### config.mk
export PLATFORM = sky130hd
export DESIGN_NAME = operand_join
export DESIGN_NICKNAME = d
export VERILOG_FILES = /design/src/rtl/operand_join.sv
export SDC_FILE = /design/constraint.sdc
export NUM_CORES = 1
export LEC_CHECK = 0
export ABC_AREA = 1
export BUFFER_PORTS_ARGS = -buffer_cell sky130_fd_sc_hd__buf_4
export CORE_MARGIN = 4
export CORE_UTILIZATION = 45
export CTS_BUF_LIST = sky130_fd_sc_hd__clkbuf_4 sky130_fd_sc_hd__clkbuf_8 sky130_fd_sc_hd__clkbuf_16
export CTS_CLUSTER_DIAMETER = 200
export DETAILED_ROUTE_END_ITERATION = 7
export RECOVER_POWER = 50
export SKIP_LAST_GASP = 1
export SYNTH_ARGS = -nofsm -noshare
export SYNTH_HDL_FRONTEND = slang
export SYNTH_SLANG_ARGS = --single-unit
### constraint.sdc
create_clock -name clk -period 8.4 [get_ports clk]
set_clock_uncertainty 0.15 [all_clocks]
set_input_delay 1.68 -clock clk [delete_from_list [all_inputs] [get_ports clk]]
set_output_delay 1.68 -clock clk [all_outputs]
set_load 0.01 [all_outputs]
### src/rtl/operand_join.sv
// operand_join: pairs operand tokens from two independent channels and holds
// each pair stable for the floating-point compute unit until it pulses done.
//
// Ports
//   clk, rst   tile clock, asynchronous active-high reset
//   in_c0/1    input token {payload[PATH_WIDTH:1], valid[0]}
//   rdy_c0/1   channel FIFO can accept a token
//   done       compute-unit completion for the held pair
//   op_c0/1    {head payload, pair valid} to the compute unit
//   busy       FSM not idle
//   err        sticky watchdog abort flag
//
// Optional feature: define OPJOIN_WATCHDOG_EN to abort a pair that waits
// TIMEOUT cycles in ISSUE without done (both heads dropped, err set).
module operand_join #(
    parameter int unsigned DEPTH      = 4,
    parameter int unsigned TIMEOUT    = 15,
    parameter int unsigned PATH_WIDTH = 33,
    parameter int unsigned META_BITS  = 2
) (
    input  logic                  clk,
    input  logic                  rst,
    input  logic [PATH_WIDTH:0]   in_c0,
    input  logic [PATH_WIDTH:0]   in_c1,
    output logic                  rdy_c0,
    output logic                  rdy_c1,
    input  logic                  done,
    output logic [PATH_WIDTH:0]   op_c0,
    output logic [PATH_WIDTH:0]   op_c1,
    output logic                  busy,
    output logic                  err
);

    localparam int unsigned AW = $clog2(DEPTH);
    localparam int unsigned CW = AW + 1;

    // Elaboration-time parameter sanity
    if ((DEPTH < 2) || ((DEPTH & (DEPTH - 1)) != 0)) begin : g_bad_depth
        $error("operand_join: DEPTH must be a power of two >= 2");
    end
    if ((META_BITS < 2) || (META_BITS > PATH_WIDTH)) begin : g_bad_meta
        $error("operand_join: META_BITS out of range");
    end
    if (TIMEOUT < 1) begin : g_bad_timeout
        $error("operand_join: TIMEOUT must be >= 1");
    end

    typedef enum logic [1:0] {
        S_IDLE  = 2'd0,
        S_ISSUE = 2'd1,
        S_GAP   = 2'd2
    } state_t;

    state_t state_q, state_d;

    logic                  pop_w;
    logic                  abort_w;
    logic [PATH_WIDTH:0]   in_w   [2];
    logic [PATH_WIDTH-1:0] head_w [2];
    logic [CW-1:0]         occ_w  [2];
    logic                  rdy_w  [2];

    assign in_w[0] = in_c0;
    assign in_w[1] = in_c1;

    // Per-channel circular FIFO
    for (genvar ch = 0; ch < 2; ch++) begin : g_ch
        logic [PATH_WIDTH-1:0] mem_q [DEPTH];
        logic [AW-1:0]         wr_q, wr_d, rd_q, rd_d;
        logic [CW-1:0]         cnt_q, cnt_d;
        logic                  push;

        // No push-through: a full FIFO refuses even on a pop cycle
        assign rdy_w[ch]  = (cnt_q < CW'(DEPTH));
        assign push       = in_w[ch][0] & rdy_w[ch];
        assign occ_w[ch]  = cnt_q;
        assign head_w[ch] = mem_q[rd_q];

        always_comb begin
            wr_d  = wr_q;
            rd_d  = rd_q;
            cnt_d = cnt_q;
            if (push) begin
                wr_d = wr_q + AW'(1);
            end
            if (pop_w) begin
                rd_d = rd_q + AW'(1);
            end
            if (push && !pop_w) begin
                cnt_d = cnt_q + CW'(1);
            end else if (!push && pop_w) begin
                cnt_d = cnt_q - CW'(1);
            end
        end

        always_ff @(posedge clk or posedge rst) begin
            if (rst) begin
                wr_q  <= '0;
                rd_q  <= '0;
                cnt_q <= '0;
            end else begin
                wr_q  <= wr_d;
                rd_q  <= rd_d;
                cnt_q <= cnt_d;
            end
        end

        // Storage needs no reset; occupancy gates every use
        always_ff @(posedge clk) begin
            if (push) begin
                mem_q[wr_q] <= in_w[ch][PATH_WIDTH:1];
            end
        end
    end

`ifdef OPJOIN_WATCHDOG_EN
    localparam int unsigned WDW = $clog2(TIMEOUT + 1);

    logic [WDW-1:0] wd_q, wd_d;
    logic           err_q, err_d;

    // Cleared while idle so it starts from zero on every ISSUE entry
    always_comb begin
        wd_d    = wd_q;
        abort_w = 1'b0;
        if (state_q == S_IDLE) begin
            wd_d = '0;
        end else if ((state_q == S_ISSUE) && !done) begin
            if (wd_q == WDW'(TIMEOUT - 1)) begin
                abort_w = 1'b1;
            end else begin
                wd_d = wd_q + WDW'(1);
            end
        end
        err_d = err_q | abort_w;
    end

    always_ff @(posedge clk or posedge rst) begin
        if (rst) begin
            wd_q  <= '0;
            err_q <= 1'b0;
        end else begin
            wd_q  <= wd_d;
            err_q <= err_d;
        end
    end

    assign err = err_q;
`else
    assign abort_w = 1'b0;
    assign err     = 1'b0;
`endif

    // Join FSM: state register
    always_ff @(posedge clk or posedge rst) begin
        if (rst) begin
            state_q <= S_IDLE;
        end else begin
            state_q <= state_d;
        end
    end

    // Join FSM: next state and pop
    always_comb begin
        state_d = state_q;
        pop_w   = 1'b0;
        unique case (state_q)
            S_IDLE: begin
                if ((occ_w[0] != '0) && (occ_w[1] != '0)) begin
                    state_d = S_ISSUE;
                end
            end
            S_ISSUE: begin
                if (done || abort_w) begin
                    pop_w   = 1'b1;
                    state_d = S_GAP;
                end
            end
            S_GAP: begin
                state_d = S_IDLE;
            end
            default: begin
                state_d = S_IDLE;
            end
        endcase
    end

    // Outputs depend only on registered state
    assign op_c0  = {head_w[0], (state_q == S_ISSUE)};
    assign op_c1  = {head_w[1], (state_q == S_ISSUE)};
    assign rdy_c0 = rdy_w[0];
    assign rdy_c1 = rdy_w[1];
    assign busy   = (state_q != S_IDLE);

endmodule

==> run_results.csv <==
group,metric,value,unit
worst_setup_path,path_buf_inv,2,
placement,gp_congestion,0.6742,
sta,worst_hold_slack,0.3453,ns
finish,final_cell_mix,"264 x edfxtp_1, 187 x nand2_1, 157 x inv_1",
sta,fin_tns_setup,0,ns
placement,dp_cells,1325,
sta,layout_min_cycle_time,4.660,ns
worst_setup_path,cp.required,6.57,ns
floorplanning,core_area,0.02606,mm²
hold_path,min-delay-path-class,"reg -> reg",
placement,hpwl,12.56,mm
global_routing,grt_usage,14.94,%
drt,postRouteAntennaNets,0,
global_routing,grt_util_met1,19.17,%
global_routing,grt_use_met3,4.552,%
worst_setup_path,worstReg2RegStart,"g_ch[0].cnt_q[2]",
global_routing,grt_pass1_wl,34.76,mm
power,total_power,4.976,mW
finish,syn_to_final_growth,16.51,%
floorplanning,die_y,170.9,µm
global_routing,grt_overflow,0,
sta,setup_viol,0,
worst_setup_path,cp_slowest_cell,"dfrtp_4",
hold_path,hp-start,"g_ch[0].cnt_q[2]",
synthesis,yosysSeqAreaShare,69.72,%
floorplanning,io_pins,143,
synthesis,yosys.area.top_type,"edfxtp_1",
worst_setup_path,startpoint_type,"flip-flop",
finish,final_cells,1381,
finish,nets,1105,
sta,timing.slew.headroom,-39.19,%
job,drv_cap,1,
drt,via_count,6568,
finish,final_core_util,53.41,%
sta,grt_setup_unrepaired,"false",
floorplanning,die_w,170.9,µm
global_routing,grt_pass1_vias,6552,
finish,drive_above_1_share,24.57,%
global_routing,grt.busiest_layer,"met2",
synthesis,synthTopCellsByArea,"edfxtp_1 66%, o211ai_2 6.9%, nand2_1 5.9%",
drt,drtPass1Iterations,4,
drt,drtIter0Drc,393,
floorplanning,num_rows,59,
synthesis,yosysWarnings,0,
synthesis,synthCells,887,
global_routing,antenna_found_initial,3,
worst_setup_path,cp_top_family,"buffers and inverters",
cts,clock-sinks,280,
synthesis,syn_area_per_cell,13.47,µm²
cts,cts_resized,0,
global_routing,grt_max_degree,85,
worst_setup_path,crit_arrival,2.83,ns
cts,cts_max_level,1,
cts,post_cts_buffers,0,
cts,clkSlewWorstSetupHoldPaths,0.06,ns
worst_setup_path,critical_path_class,"reg -> out",
power,total_leakage_power,5.548,nW
sta,post-route-period-util,55.48,%
synthesis,post_synth_num_cell_types,23,
worst_setup_path,cp_max_fo,68,
synthesis,synth_area,0.01195,mm²
drt,vias_per_cell,4.756,
floorplanning,initial_core_util,45.84,%
worst_setup_path,crit_chain,"buf_4 -> nand2_1 -> o211ai_1 -> nand2_1 -> buf_4",
sta,worstMarginPinSlew,2.088,ns
cts,clockBufferDepth,3,
outcome,status,"complete, but fails checks",
sta,max_freq,0.2146,GHz
sta,drv_slew,34,
finish,antennaDiodeCount,0,
synthesis,yosysTopAreaCellShare,66.37,%
power,max-vdd-ir-drop,0.2832,mV
power,cellPowerDensity,357.6,mW/mm²
drt,drc,0,
sta,hold_violations,0,
worst_setup_path,startpoint,"g_ch[0].rd_q[0]",
finish,final_common_cell,"edfxtp_1",
cts,postCtsHoldBufs,0,
drt,drt-total-wl,21.89,mm
outcome,failed_checks,"max-capacitance violations, max-slew violations",
finish,n_fill_cell,2278,
global_routing,grt.met2_usage,25.38,%
cts,cts_made_buffers,30,
synthesis,ys_ff_latch,280,
worst_setup_path,slowest_delay,0.93,ns
floorplanning,fp.dieArea,0.02922,mm²
worst_setup_path,critical_path.endpoint_type,"output pin",
cts,clock-root-buffer,"clkbuf_16",
cts,cts_tree,"yes",
synthesis,syn_nets,970,
cts,clock_latency,0.53,ns
placement,port_buffers,141,
drt,avgRoutedWirePerCell,15.85,µm
power by group:
| group | total [mW] | switching (mW) | internal [mW] |
|---|---|---|---|
| combinational | 1.68 | 1.00 | 0.682 |
| clock | 1.33 | 0.509 | 0.822 |
| sequential | 1.96 | 0.169 | 1.79 |
| total | 4.98 | 1.68 | 3.30 |
cell usage after synthesis:
cell and number:
ha_1 10, nand3_1 4, clkinv_2 2, nand2_1 187
nor2_1 11, buf_8 3, buf_6 8, nand4_1 2
inv_1 156, inv_2 4, nand2_2 40, fa_1 2
buf_12 5, o211ai_2 66, o21ai_1 2, buf_4 10
edfxtp_1 264, buf_2 20, o211ai_1 66, dfrtp_1 16
xor2_1 4, xnor2_1 4, conb_1 1
path summary, 6_finish.rpt:
kind	endpoint	slack, ns	cells past startpoint
min reg2reg	g_ch[0].cnt_q[2]	0.35	2
max reg2reg	g_ch[0].mem_q[1][8]	5.42	4
max	op_c0[25]	3.74	5
max in group asynchronous	g_ch[0].rd_q[0]	6.50	2
min	g_ch[0].cnt_q[2]	0.35	2
min in group asynchronous	g_ch[0].cnt_q[1]	1.10	2
metrics by stage:
stage | setup WS [ns] | cell area (µm²)
finish | 3.740 | 13920
global route | 3.503 | 13920
CTS | 3.673 | 14170
detailed placement | 4.299 | 13140
global placement | 4.313 | 13140
floorplan | 4.609 | 11950
state kept, by name (all words and copies together) (netlist names):
register    count
g_ch.wr_q       4
g_ch.mem_q    264
g_ch.rd_q       4
g_ch.cnt_q      6
state_q         2
kinds of logic (layout without fill, tap and decap cells):
| logic type | Yosys count | after routing | synth area share, % |
|---|---|---|---|
| flops | 280 | 280 | 69.72 |
| simple gates | 244 | 244 | 8.589 |
| compound gates | 134 | 134 | 11.14 |
| other cells | 1 | 1 | 0.03139 |
| xor+xnor | 8 | 8 | 0.5865 |
| buf+inv | 208 | 367 | 8.547 |
| fa+ha+maj | 12 | 12 | 1.383 |
worst reg2reg max path, stage by stage, from the launching register on:
cell and delay (ns):
dfrtp_1 0.39, inv_2 0.08, nand2_1 0.27, nor2_4 0.15, clkbuf_1 1.50
layout make-up:
type,instances,area [µm²],share of cell area [%]
inverter,162,610.6,4.387
sequential,280,8335,59.89
clock inverter,14,145.1,1.043
multi-input combinational,399,2656,19.09
clock buffer,42,883.3,6.347
tap,335,419.2,3.012
timing repair buffer,149,867.1,6.230
per-layer routing:
metal / wire length [µm] / part of all wire [%] / up-vias
met4: 421 / 1.9 / 6
met1: 9466 / 43 / 3064
met5: 40 / 0.18 / -
met2: 10390 / 47 / 149
li1: - / - / 3308
met3: 1571 / 7.2 / 41
Power figures use the tool's default switching activity.
